==> config.mk <==
export PLATFORM = sky130hd
export DESIGN_NAME = spi_burst_reader
export DESIGN_NICKNAME = d
export VERILOG_FILES = /design/src/rtl/spi_burst_reader.sv
export SDC_FILE = /design/constraint.sdc
export NUM_CORES = 1
export LEC_CHECK = 0
export BUFFER_PORTS_ARGS = -buffer_cell sky130_fd_sc_hd__buf_2
export CORE_MARGIN = 8
export CORE_UTILIZATION = 45
export DETAILED_ROUTE_END_ITERATION = 12
export GPL_TIMING_DRIVEN = 1
export PLACE_DENSITY = 0.62
export SETUP_SLACK_MARGIN = 0.05
export SYNTH_ARGS = -nofsm -noshare
export SYNTH_HDL_FRONTEND = slang
export SYNTH_SLANG_ARGS = --single-unit
export TNS_END_PERCENT = 1
==> constraint.sdc <==
create_clock -name clk -period 5.74 [get_ports clk]
set_clock_uncertainty 0.1 [all_clocks]
set_input_delay 0 -clock clk [delete_from_list [all_inputs] [get_ports clk]]
set_output_delay 0 -clock clk [all_outputs]
set_load 0.005 [all_outputs]
==> src/rtl/spi_burst_reader.sv <==
// SPI mode-0 master that repeatedly burst-reads NUM_BYTES consecutive sensor registers.
// Every output is a register; all timing is derived from clk through the divider counter.
module spi_burst_reader #(
   parameter int         CLK_DIV     = 4,
   parameter int         NUM_BYTES   = 4,
   parameter logic [7:0] READ_CMD    = 8'h0B,
   parameter logic [7:0] START_ADDR  = 8'h10,
   parameter int         IDLE_CYCLES = 16
) (
   input  logic                   clk,
   input  logic                   reset,
   input  logic                   enable,
   input  logic                   MISO,
   output logic                   MOSI,
   output logic                   SCLK,
   output logic                   CS,
   output logic [NUM_BYTES*8-1:0] data_out,
   output logic                   data_valid,
   output logic                   busy
);
   localparam int NBITS = 16 + 8*NUM_BYTES;
   localparam int BW    = $clog2(NBITS+1);
   localparam int DW    = $clog2(CLK_DIV+1);
   localparam int GW    = $clog2(IDLE_CYCLES+1);
   localparam int DBITS = NUM_BYTES*8;

   localparam logic [BW-1:0] NBITS_C   = BW'(NBITS);
   localparam logic [BW-1:0] HDR_BITS  = BW'(16);
   localparam logic [DW-1:0] DIV_LAST  = DW'(CLK_DIV-1);
   localparam logic [GW-1:0] GAP_LAST  = GW'(IDLE_CYCLES-1);

   typedef enum logic [2:0] {IDLE, SETUP, SHIFT, HOLD, GAP} state_t;

   state_t           state_reg, state_next;
   logic [DW-1:0]    div_cnt_reg, div_cnt_next;
   logic [GW-1:0]    gap_cnt_reg, gap_cnt_next;
   logic [BW-1:0]    bit_cnt_reg, bit_cnt_next;
   logic [15:0]      tx_reg, tx_next;
   logic [DBITS-1:0] rx_reg, rx_next, rx_ordered;
   logic [DBITS-1:0] data_out_reg, data_out_next;
   logic             sclk_reg, sclk_next;
   logic             cs_reg, cs_next;
   logic             mosi_reg, mosi_next;
   logic             valid_reg, valid_next;
   logic             busy_reg, busy_next;
   logic             div_tick, gap_tick, active_next, start_burst;

   assign div_tick    = (div_cnt_reg == DIV_LAST);
   assign gap_tick    = (gap_cnt_reg == GAP_LAST);
   assign active_next = (state_next == SETUP) || (state_next == SHIFT) || (state_next == HOLD);
   assign start_burst = (state_next == SETUP) && ((state_reg == IDLE) || (state_reg == GAP));

   // Bytes arrive first-to-last at the top of rx_reg; the first one belongs in byte 0.
   generate
      for (genvar gi = 0; gi < NUM_BYTES; gi++) begin : g_order
         assign rx_ordered[8*gi +: 8] = rx_reg[8*(NUM_BYTES-1-gi) +: 8];
      end
   endgenerate

   always_ff @(posedge clk) begin
      if (reset) begin
         state_reg    <= IDLE;
         div_cnt_reg  <= '0;
         gap_cnt_reg  <= '0;
         bit_cnt_reg  <= '0;
         tx_reg       <= '0;
         rx_reg       <= '0;
         data_out_reg <= '0;
         sclk_reg     <= 1'b0;
         cs_reg       <= 1'b1;
         mosi_reg     <= 1'b0;
         valid_reg    <= 1'b0;
         busy_reg     <= 1'b0;
      end else begin
         state_reg    <= state_next;
         div_cnt_reg  <= div_cnt_next;
         gap_cnt_reg  <= gap_cnt_next;
         bit_cnt_reg  <= bit_cnt_next;
         tx_reg       <= tx_next;
         rx_reg       <= rx_next;
         data_out_reg <= data_out_next;
         sclk_reg     <= sclk_next;
         cs_reg       <= cs_next;
         mosi_reg     <= mosi_next;
         valid_reg    <= valid_next;
         busy_reg     <= busy_next;
      end
   end

   always_comb begin
      state_next = state_reg;
      case (state_reg)
         IDLE:    if (enable) state_next = SETUP;
         SETUP:   if (div_tick) state_next = SHIFT;
         SHIFT:   if (div_tick && sclk_reg && (bit_cnt_reg == NBITS_C)) state_next = HOLD;
         HOLD:    if (div_tick) state_next = GAP;
         GAP:     if (gap_tick) state_next = enable ? SETUP : IDLE;
         default: state_next = IDLE;
      endcase
   end

   always_comb begin
      div_cnt_next  = '0;
      gap_cnt_next  = '0;
      bit_cnt_next  = bit_cnt_reg;
      tx_next       = tx_reg;
      rx_next       = rx_reg;
      data_out_next = data_out_reg;
      sclk_next     = 1'b0;
      valid_next    = 1'b0;
      case (state_reg)
         SETUP: div_cnt_next = div_tick ? '0 : div_cnt_reg + DW'(1);
         SHIFT: begin
            div_cnt_next = div_tick ? '0 : div_cnt_reg + DW'(1);
            sclk_next    = sclk_reg ^ div_tick;
            if (div_tick && !sclk_reg) begin
               bit_cnt_next = bit_cnt_reg + BW'(1);
               // The command/address phase clocks in don't-care bits.
               if (bit_cnt_reg >= HDR_BITS) rx_next = {rx_reg[DBITS-2:0], MISO};
            end
            if (div_tick && sclk_reg) tx_next = {tx_reg[14:0], 1'b0};
         end
         HOLD: begin
            div_cnt_next = div_tick ? '0 : div_cnt_reg + DW'(1);
            if (div_tick) begin
               data_out_next = rx_ordered;
               valid_next    = 1'b1;
            end
         end
         GAP:     gap_cnt_next = gap_cnt_reg + GW'(1);
         default: ;
      endcase
      if (start_burst) begin
         bit_cnt_next = '0;
         tx_next      = {READ_CMD, START_ADDR};
         rx_next      = '0;
      end
   end

   always_comb begin
      cs_next   = ~active_next;
      mosi_next = active_next ? tx_next[15] : 1'b0;
      busy_next = (state_next != IDLE);
   end

   assign MOSI       = mosi_reg;
   assign SCLK       = sclk_reg;
   assign CS         = cs_reg;
   assign data_out   = data_out_reg;
   assign data_valid = valid_reg;
   assign busy       = busy_reg;
endmodule
Word-level counts from Yosys, hierarchy flattened
Cells that the tools add are included.
{"block": "word_totals", "input_bits": 4, "out_inout_bits": 37, "word_cells": 69, "reg_bits": 98}
{"block": "classes", "muxes": 11, "n_lt_le_gt_ge": 1, "eq_ne": 10, "n_bitwise": 6, "n_addsub": 3, "n_reduce_logical": 24}
{"cell": "16-bit two-way mux", "n": 3}
{"cell": "3-bit by 2-bit equality test with 1-bit output, second input constant", "n": 5}
{"cell": "3-bit two-way mux", "n": 5}
{"cell": "3-bit case mux with 5 select lines", "n": 1}
{"cell": "2-bit OR reduction", "n": 5}
{"cell": "2-bit AND reduction", "n": 4}
{"cell": "6-bit by 1-bit adder with 6-bit output, second input constant", "n": 1}
{"cell": "3-bit by 1-bit equality test with 1-bit output, second input constant", "n": 2}
{"cell": "6-bit equality test, second input constant", "n": 1}
{"cell": "6-bit by 5-bit >= comparator with 1-bit output, second input constant", "n": 1}
{"cell": "3-bit OR reduction", "n": 2}
{"cell": "5-bit by 1-bit adder with 5-bit output, second input constant", "n": 1}
{"cell": "5-bit by 4-bit equality test with 1-bit output, second input constant", "n": 1}
{"cell": "1-bit NOT", "n": 5}
{"cell": "1-bit logical AND", "n": 4}
{"cell": "2-bit nonzero test", "n": 2}
{"cell": "3-bit by 1-bit adder with 3-bit output, second input constant", "n": 1}
{"cell": "3-bit equality test, second input constant", "n": 1}
{"cell": "3-bit zero test", "n": 1}
{"cell": "1-bit logical OR", "n": 3}
{"cell": "3-bit AND reduction", "n": 1}
{"cell": "3-bit nonzero test", "n": 1}
{"cell": "1-bit two-way mux", "n": 2}
{"cell": "1-bit zero test", "n": 1}
{"cell": "1-bit XOR", "n": 1}

Depth between registers and ports, before layout
Gate-level depths: netlist of the first run.
{"block": "depth", "ltp_word": 10, "ltp_mapped": 9, "depth_no_buf": 7}

Worst setup path after synthesis of the first run
OpenSTA, ideal clock, no wires.
{"block": "synth_path", "kind": "flip-flop to flip-flop", "from": "register div_cnt_reg[0]", "to": "register busy_reg, in the netlist busy", "path_stages_with_launch": 8, "t_arrival_ps": 1756, "required_time_ps": 5517, "slack_ps": 3760, "setup_time_ps": 123, "path_buffers": 0, "period_less_slack_ps": 1980, "path_cell_list": "dfxtp_1 > ha_1 > ha_1 > ha_1 > and4bb_2 > a41o_1 > a211oi_2 > nand2b_1"}
{"block": "synth_between", "elab_chain_len": 6, "elab_cells_between_ends": 8, "classes_between": "1 x eq/ne; 4 x mux; 3 x reduce/logical"}
{"item": "from (decl)", "line_no": "35", "rtl": "logic [DW-1:0] div_cnt_reg, div_cnt_next;"}
{"item": "from (signal assigned)", "line_no": "76", "rtl": "div_cnt_reg <= div_cnt_next;"}
{"item": "3-bit by 2-bit equality test with 1-bit output *", "line_no": "48", "rtl": "assign div_tick = (div_cnt_reg == DIV_LAST);"}
{"item": "net div_tick", "line_no": "46", "rtl": "logic div_tick, gap_tick, active_next, start_burst;"}
{"item": "1-bit logical AND (2 in a row)", "line_no": "95", "rtl": "SHIFT: if (div_tick && sclk_reg && (bit_cnt_reg == NBITS_C)) state_next = HOLD;"}
{"item": "3-bit two-way mux", "line_no": "95"}
{"item": "3-bit case mux with 5 select lines *", "line_no": "92", "rtl": "case (state_reg)"}
{"item": "3-bit nonzero test *", "line_no": "143", "rtl": "busy_next = (state_next != IDLE);"}
{"item": "to (signal assigned)", "line_no": "86", "rtl": "busy_reg <= busy_next;"}
{"item": "to (decl)", "line_no": "45", "rtl": "logic busy_reg, busy_next;"}
The timed path passes the listed nets; every way through them passes the cells marked *.
A chain may end at the register's enable or synchronous reset.

Final worst setup path of the first run
Ends and elaborated chain as after synthesis.

==> results of run 1 <==
cells in the mapped netlist, types with 3 or more instances:
cell type / count
a31oi_1: 3
inv_1: 8
ha_1: 8
nand2b_1: 4
nand3_1: 3
buf_6: 9
a21oi_1: 75
nor2_1: 20
buf_2: 12
dfxtp_1: 98
nand2_1: 152
xor2_1: 5
clkbuf_1: 6
nand3b_1: 3
report_power, final:
| part | total (mW) | switching [mW] | internal, mW |
|---|---|---|---|
| Combinational | 0.0271 | 0.0189 | 0.00822 |
| Clock | 0.448 | 0.233 | 0.216 |
| Sequential | 0.688 | 0.00363 | 0.684 |
worst paths after layout:
path | from | endpoint
worst max register to register | div_cnt_reg[0] | busy
worst min register to register | div_cnt_reg[0] | div_cnt_reg[0]
worst max-delay path | div_cnt_reg[0] | busy
worst min-delay path | reset | data_valid
per-layer routing:
layer  vias up  track usage [%]  part of all wire (%)  wire [um]
met3        14             3.45                   4.7        326
li1       1458                -                     -          -
met5         -                0                     0          0
met1      1285             15.0                    47       3220
met2        48             20.8                    47       3220
met4         0             6.63                   2.2        151
logic make-up after synthesis:
| group | count (synthesis) | synth area share, % |
|---|---|---|
| AO/OA/AOI/OAI | 87 | 13.3 |
| flip-flops | 98 | 53.4 |
| XOR/XNOR | 7 | 1.67 |
| adder cells (fa/ha/maj) | 8 | 2.72 |
| multiplexers | 1 | 0.272 |
| AND/OR/NAND/NOR | 196 | 22.5 |
| buffers and inverters | 37 | 6.23 |
cell type report:
| class | count | share of cell area [%] |
|---|---|---|
| sequential | 98 | 48.5 |
| multi-input combinational | 299 | 36.7 |
| timing repair buffer | 44 | 5.81 |
| clock buffer | 11 | 3.49 |
| tap | 105 | 3.25 |
| clock inverter | 5 | 1.55 |
| inverter | 8 | 0.742 |
==> metrics.md, run 1 <==
| Metric | Value |
|---|---|
| Status | finished clean |
| Startpoint Class | flop |
| RSZ-0062 raised after global routing | false |
| Layout cells sized above 1 | 13.5% |
| Worst slew pin tran | 1.15 ns |
| Setup bufs post-CTS | 0 |
| Num CTS Buffers | 9 |
| CTS Hold Bufs | 2 |
| Crit-path cells | ha_1 > ha_1 > nand4b_1 > buf_4 > a21oi_1 > nand2b_1 |
| Via/cell ratio | 4.92 |
| Antenna-violating nets left | 0 |
| Tot Pwr | 1.16 mW |
| Port bufs | 40 |
| DP Cell Count | 552 |
| PnR worst setup slack | 3.44 ns |
| Crit path required time | 5.94 ns |
| Core Region | 8050 um2 |
| Non-Filler Instances | 570 |
| Post-Place Worst Slack | 3.41 ns |
| Worst reg-to-reg setup slack | 3.44 ns |
| CTS Root Cell | clkbuf_8 |
| CTS tree | built |
| Grt total ovfl | 0 |
| Synthesized area | 3680 um2 |
| Final min period | 2.30 ns |
| Clock buffer depth | 2 |
| Die area | 11300 um2 |
| Synth top area cells | dfxtp_1, nand2_1, a21oi_1, buf_6, ha_1 |
| Largest net degree at the start of global routing | 46 |
| Finish-stage setup viols | 0 |
| Commonest non-fill, non-tap cell in the layout | nand2_1 |
| Iteration-0 DRC Markers | 141 |
| Dpl cell area | 3820 um2 |
| Syn. warnings | 0 |
| HP Class | in -> reg |
| P_leak | 1.47 nW |
| Clock Pin Slew Worst Setup and Hold Paths | 0.09 ns |
| Vias in the first global route | 2599 |
| Critical path arrival | 2.50 ns |
| Fin Setup TNS | 0 ns |
| WHS | 0.102 ns |
| First-pass GRT wire length | 11900 um |
| Asr flop ratio synth | 0% |
| Buf+Inv Stages, Crit Path | 1 |
| Vias | 2805 |
| HPWL after DPL | 4550 um |
| Slew Limit Fails | 0 |
| Fmax | 0.434 GHz |
| Crit path max-delay family | simple AND/OR/NAND/NOR gates |
| Mapped Nets | 446 |
| Floorplan row count | 33 |
| Post-CTS resize count | 0 |
| Chip height | 106 um |
| Worst skew pair latency | 0.36 ns |
| Gp weighted congestion | 0.733 |
| CP Capture Type | flop |
| Multi-input combinational cell area | 1490 um2 |
| Maximum vdd drop | 137 uV |
| Antenna violations before repair | 0 |
| Nets | 472 |
| Worst slew margin | 23.5% |
| DR WL/cell | 12.1 um |
| Slowest CP cell | nand4b_1 |
| Cell taking the most area after synthesis | dfxtp_1 |
| Final hold vios | 0 |
| PD cells | 287 nW/um2 |
| Fin util | 50.3% |
| WHS Path Cells | 2 |
| Critical path class | reg -> reg |
| Gate Count Post-Synth | 434 |
| GRT Total Usage | 12.7% |
| Horiz. Die Dim | 106 um |
| Critical path's largest stage delay | 0.58 ns |
| IO Pins | 41 |
| Detailed Route WL | 6910 um |
| Worst path depth | 6 |
| Initial Util | 45.7% |
| Worst R2R Path Depth | 6 |
| CP most frequent cell | ha_1 |
| DRC errors left | 0 |
| Area Growth Syn to Fin | 10.1% |
| Seq/Total Area, Yosys | 53.4% |
| Crit Path Max Fanout | 19 |
| Post-synth EDFFs | 0 |
| Drt pass-1 iters | 4 |
| Antenna diode count | 0 |
| Register area | 1960 um2 |
| Synthesized area per cell | 8.47 um2 |
| CTS H-tree depth | 3 |
| Cell variety after synth | 36 |
| Most frequent cells in the layout | nand2_1, dfxtp_1, a21oi_1 |
| Fill cell count | 808 |
| CTS Sinks | 98 |
| Main synth FF type | dfxtp_1 |
| Synth top area share | 53.4% |
| Tcrit/Tclk final | 40.1% |
| Final instance area | 4050 um2 |
| Synthesized flop and latch total | 98 |
| Max-cap viol count | 0 |
Note: power is estimated with default switching activity, not from simulation.
==> run 2, diff against run 1 <==
==> constraint.sdc (replaced) <==
create_clock -name clk -period 2.2 [get_ports clk]
set_clock_uncertainty 0.1 [all_clocks]
set_input_delay 0 -clock clk [delete_from_list [all_inputs] [get_ports clk]]
set_output_delay 0 -clock clk [all_outputs]
set_load 0.005 [all_outputs]
==> run 2 against run 1 <==
Compared with the run above: hold slack improved by 0.029 ns; first-iteration DRC count fell by 29%; global-route usage rose by 0.35 points; sequential share of layout area fell by 0.93 points; clock-buffer cell count fell by 2; sequential power rose to 2.6 times the previous value; wire length rose by 7.3%; cell area rose by 1.9%; sequential cell count did not move; power rose to 2.6 times the previous value; combinational power rose to 2.9 times the previous value; final cell count rose by 1.2%; largest cell class unchanged.
==> metrics.md, run 2 (synthesis gave the netlist of run 1 again) <==
| Metric | Value |
|---|---|
| Final hold vios | 0 |
| Fin Setup TNS | 0 ns |
| Antenna violations before repair | 0 |
| Largest net degree at the start of global routing | 46 |
| CTS H-tree depth | 3 |
| Vias | 2852 |
| Worst slew pin tran | 0.824 ns |
| Grt met2 use | 22.8% |
| Nets | 479 |
| Antenna diode count | 0 |
| GRT Total Usage | 13.1% |
| Iteration-0 DRC Markers | 100 |
| Gr busiest metal | met2 |
| Worst Setup SP | div_cnt_reg[0] |
| Status | finished clean |
| Slew Limit Fails | 0 |
| Reg-to-Reg Start | div_cnt_reg[0] |
| Floorplan row count | 33 |
| DP Cell Count | 557 |
| Maximum vdd drop | 426 uV |
| Global Route met3 Usage | 3.63% |
| Chip height | 106 um |
| Port bufs | 40 |
| Drt pass-1 iters | 4 |
| Via/cell ratio | 4.94 |
| Non-Filler Instances | 577 |
| Antenna-violating nets left | 0 |
| CTS Sinks | 98 |
| Crit Path Max Fanout | 8 |
| HPWL after DPL | 4540 um |
| Grt total ovfl | 0 |
| CTS Root Cell | clkbuf_8 |
| Die area | 11300 um2 |
| Tcrit/Tclk final | 91.8% |
| Most frequent cells in the layout | nand2_1, dfxtp_1, a21oi_1 |
| Final min period | 2.02 ns |
| Finish-stage setup viols | 0 |
| PD cells | 743 nW/um2 |
| CP Capture Type | flop |
| M1 GR Usage | 14.7% |
| Area Growth Syn to Fin | 12.3% |
| Commonest non-fill, non-tap cell in the layout | nand2_1 |
| Dpl cell area | 3860 um2 |
| DRC errors left | 0 |
| Final instance area | 4130 um2 |
| Worst slew margin | 45.0% |
| Horiz. Die Dim | 106 um |
| DR WL/cell | 12.8 um |
| Num CTS Buffers | 9 |
| Max-cap viol count | 0 |
| First-pass GRT wire length | 12200 um |
| Initial Util | 45.7% |
| Fmax | 0.495 GHz |
| Crit path required time | 2.35 ns |
| CP Capture Point | busy |
| RSZ-0062 raised after global routing | false |
| P_leak | 1.50 nW |
| FF-to-FF End | busy |
| Worst skew pair latency | 0.36 ns |
| HP Class | in -> reg |
| Worst R2R Path Depth | 7 |
| CTS tree | built |
| Vias in the first global route | 2764 |
| Clock buffer depth | 2 |
| Clock Pin Slew Worst Setup and Hold Paths | 0.10 ns |
| Critical path class | reg -> reg |
| Critical path arrival | 2.17 ns |
| Detailed Route WL | 7410 um |
| IO Pins | 41 |
| Setup bufs post-CTS | 0 |
| Fill cell count | 809 |
| Startpoint Class | flop |
| Layout cells sized above 1 | 15.5% |
| Gp weighted congestion | 0.754 |
| Worst reg-to-reg setup slack | 0.18 ns |
| Core Region | 8050 um2 |
==> run 2: power breakdown <==
| part | switching (mW) | internal [mW] |
|---|---|---|
| Sequential | 0.00961 | 1.79 |
| Clock | 0.649 | 0.545 |
| Combinational | 0.0527 | 0.0261 |
| Total | 0.711 | 2.36 |
==> run 2: layout make-up <==
class	count	area, um2	area share [%]
clock buffer	9	124	3.00
clock inverter	7	83.8	2.03
inverter	8	30.0	0.728
multi-input combinational	301	1520	36.9
sequential	98	1960	47.5
tap	105	131	3.18
timing repair buffer	49	273	6.61
==> run 2: stage by stage <==
step	hold WS [ns]	utilization, %	worst slack, ns	power (mW)
3_5_place_dp	0.170	48.0	0.0978	1.91
3_3_place_gp	0.163	48.0	0.144	1.91
4_1_cts	0.136	50.8	0.0763	3.10
2_1_floorplan	0.0334	-	0.220	1.90
5_1_grt	0.173	51.3	0.0575	3.20
6_report	0.131	51.3	0.181	3.07
==> run 2: worst min-delay path by stage <==
stage / start / endpoint / slack, ns / depth (start not counted)
after floorplan: MISO / rx_reg[0] / 0.03 / 2
after CTS: reset / data_valid / 0.14 / 2
after global routing: reset / data_valid / 0.17 / 2
after detailed placement: MISO / rx_reg[0] / 0.17 / 3
after global placement: MISO / rx_reg[0] / 0.16 / 3
final: reset / data_valid / 0.13 / 2
==> run 2: metal layers <==
layer	up-vias	wire length, um	part of all wire [%]
li1	1480	-	-
met1	1310	3460	47
met2	53	3490	47
met3	9	343	4.6
met4	0	121	1.6
met5	-	0	0
==> run 2: critical path, stage by stage, from the launching register on <==
cell and delay, ns:
dfxtp_1 0.33, ha_1 0.19, ha_2 0.22, ha_1 0.20, and4bb_2 0.24, a41o_1 0.27, a211oi_4 0.29, nand2b_1 0.08
==> run 2: what timing repair did <==
| action | 4_1_cts | 5_1_grt |
|---|---|---|
| hold buffers | 2 | 0 |
| hold endpoints to repair | 4 | 0 |
| endpoints found under the setup margin | 0 | 37 |
| resized for setup | 0 | 5 |
==> run 3, diff against run 2 <==
--- a/config.mk
+++ b/config.mk
@@ -7,10 +7,10 @@
 export LEC_CHECK = 0
 export BUFFER_PORTS_ARGS = -buffer_cell sky130_fd_sc_hd__buf_2
 export CORE_MARGIN = 8
-export CORE_UTILIZATION = 45
+export CORE_UTILIZATION = 30
 export DETAILED_ROUTE_END_ITERATION = 12
 export GPL_TIMING_DRIVEN = 1
-export PLACE_DENSITY = 0.62
+export PLACE_DENSITY = 0.44
 export SETUP_SLACK_MARGIN = 0.05
 export SYNTH_ARGS = -nofsm -noshare
 export SYNTH_HDL_FRONTEND = slang
==> run 3 against run 2 <==
Compared with the run above: non-clock buffer count up 2; wire length increased by 8.0%; largest cell class unchanged; clock-buffer cell count grew 3; register-to-register slack improved by 0.04 ns; first-iteration DRC count grew 87%; setup slack improved by 0.044 ns; combinational power about the same; sequential share of layout area is 1.7 points lower.
==> metrics.md, run 3 (synthesis gave the netlist of run 1 again) <==
| Metric | Value |
|---|---|
| Status | finished clean |
| Gp weighted congestion | 0.704 |
| Hold_sp | reset |
| GRT Total Usage | 9.95% |
| Die area | 16100 um2 |
| Worst slew pin tran | 0.502 ns |
| Worst Hold End | tx_reg[4] |
| First-pass GRT wire length | 13000 um |
| Vias in the first global route | 2693 |
| Initial Util | 30.6% |
| CTS Sinks | 98 |
| Via/cell ratio | 4.65 |
| Slowest CP cell | dfxtp_1 |
| Most frequent cells in the layout | nand2_1, dfxtp_1, a21oi_1 |
| HP Class | in -> reg |
| Detailed Route WL | 8010 um |
| FF-to-FF End | rx_reg[4] |
| Crit path required time | 2.36 ns |
| Setup bufs post-CTS | 0 |
| Fin util | 35.6% |
| Fmax | 0.507 GHz |
| Fill cell count | 1285 |
| Slew Limit Fails | 0 |
| Grt total ovfl | 0 |
| CP Capture Type | flop |
| Crit path max-delay family | simple AND/OR/NAND/NOR gates |
| Final min period | 1.97 ns |
| Final hold vios | 0 |
| CTS H-tree depth | 3 |
| CTS tree | built |
| Antenna-violating nets left | 0 |
| Area Growth Syn to Fin | 16.3% |
| Max-cap viol count | 0 |
| Clock Pin Slew Worst Setup and Hold Paths | 0.06 ns |
| Critical path's largest stage delay | 0.33 ns |
| Nets | 480 |
| Crit-path cells | ha_1 > and3_1 > ha_1 > nand2b_1 > nand3_1 > nand2b_1 > buf_12 > a21oi_1 |
| Floorplan row count | 40 |
| Finish-stage setup viols | 0 |
| Antenna diode count | 0 |
| Worst slew margin | 66.6% |
| CTS Root Cell | clkbuf_16 |
| Startpoint Class | flop |
| Worst reg-to-reg setup slack | 0.23 ns |
| DRC errors left | 0 |
| Drt pass-1 iters | 4 |
| Tcrit/Tclk final | 89.7% |
| Layout cells sized above 1 | 15.4% |
| Reg-to-Reg Start | gap_cnt_reg[0] |
| Clock buffer depth | 2 |
| Vias | 2881 |
| Chip height | 127 um |
| Num CTS Buffers | 9 |
| Largest net degree at the start of global routing | 47 |
| RSZ-0062 raised after global routing | false |
| IO Pins | 41 |
| Critical path arrival | 2.14 ns |
| Worst R2R Path Depth | 8 |
| Maximum vdd drop | 348 uV |
| Worst skew pair latency | 0.34 ns |
| Crit Path Max Fanout | 46 |
| Commonest non-fill, non-tap cell in the layout | nand2_1 |
| WHS Path Cells | 2 |
| Port bufs | 40 |
| Dpl cell area | 3970 um2 |
| Horiz. Die Dim | 127 um |
| P_leak | 1.56 nW |
| Buf+Inv Stages, Crit Path | 1 |
| Iteration-0 DRC Markers | 187 |
| Worst Setup SP | gap_cnt_reg[0] |
| HPWL after DPL | 5140 um |
| Fin Setup TNS | 0 ns |
| DR WL/cell | 12.9 um |
| Antenna violations before repair | 0 |
| Core Region | 12000 um2 |
| Final instance area | 4280 um2 |
| PD cells | 779 nW/um2 |
| Critical path class | reg -> reg |
run 3: cell types whose count changed in the layout (fill, tap and decap cells not counted), sizes merged:
cell         change
buf              +3
bufinv           -1
clkbuf           +3
clkinv           +2
clkinvlp         -1
dlygate4sd3      -1
inv              -3
o21ai            -1
run 3: final cells by class:
type	count	area [um2]	share of cell area [%]
inverter	8	30.0	0.702
clock buffer	12	246	5.77
clock inverter	4	27.5	0.644
tap	147	184	4.30
multi-input combinational	300	1500	35.1
sequential	98	1960	45.9
timing repair buffer	51	323	7.55
run 3: metrics by stage:
step / setup WS, ns / std cells / hold WS [ns] / power [mW]
floorplan: 0.220 / 434 / 0.0334 / 1.90
global placement: 0.145 / 602 / 0.155 / 1.91
detailed placement: 0.118 / 602 / 0.179 / 1.92
CTS: 0.111 / 619 / 0.0247 / 3.39
global route: 0.0745 / 620 / 0.0617 / 3.46
finish: 0.226 / 620 / 0.0338 / 3.33
run 3: metal layers:
metal / vias to the layer above / GRT usage, % / routed length, um
met5: - / 0 / 0
met4: 0 / 4.20 / 136
met3: 10 / 3.23 / 370
met2: 43 / 15.8 / 3570
met1: 1339 / 12.1 / 3930
li1: 1489 / - / -
run 3: timing repair:
item	4_1_cts	5_1_grt
endpoints found under the setup margin	0	35
resized for setup	0	3
endpoints found under the hold margin	1	0
hold buffers	1	0
run 3: worst max-delay path by stage:
stage,to,slack [ns],depth (start not counted)
6_report,rx_reg[4],0.23,8
5_1_grt,tx_reg[15],0.07,8
4_1_cts,busy,0.11,7
3_5_place_dp,busy,0.12,7
3_3_place_gp,busy,0.15,7
2_1_floorplan,busy,0.22,7
run 3: power breakdown:
part	internal [mW]	leakage [nW]	switching [mW]
Clock	0.799	0.137	0.655
Combinational	0.0249	0.631	0.0536
Sequential	1.79	0.791	0.00947
Total	2.61	1.56	0.718
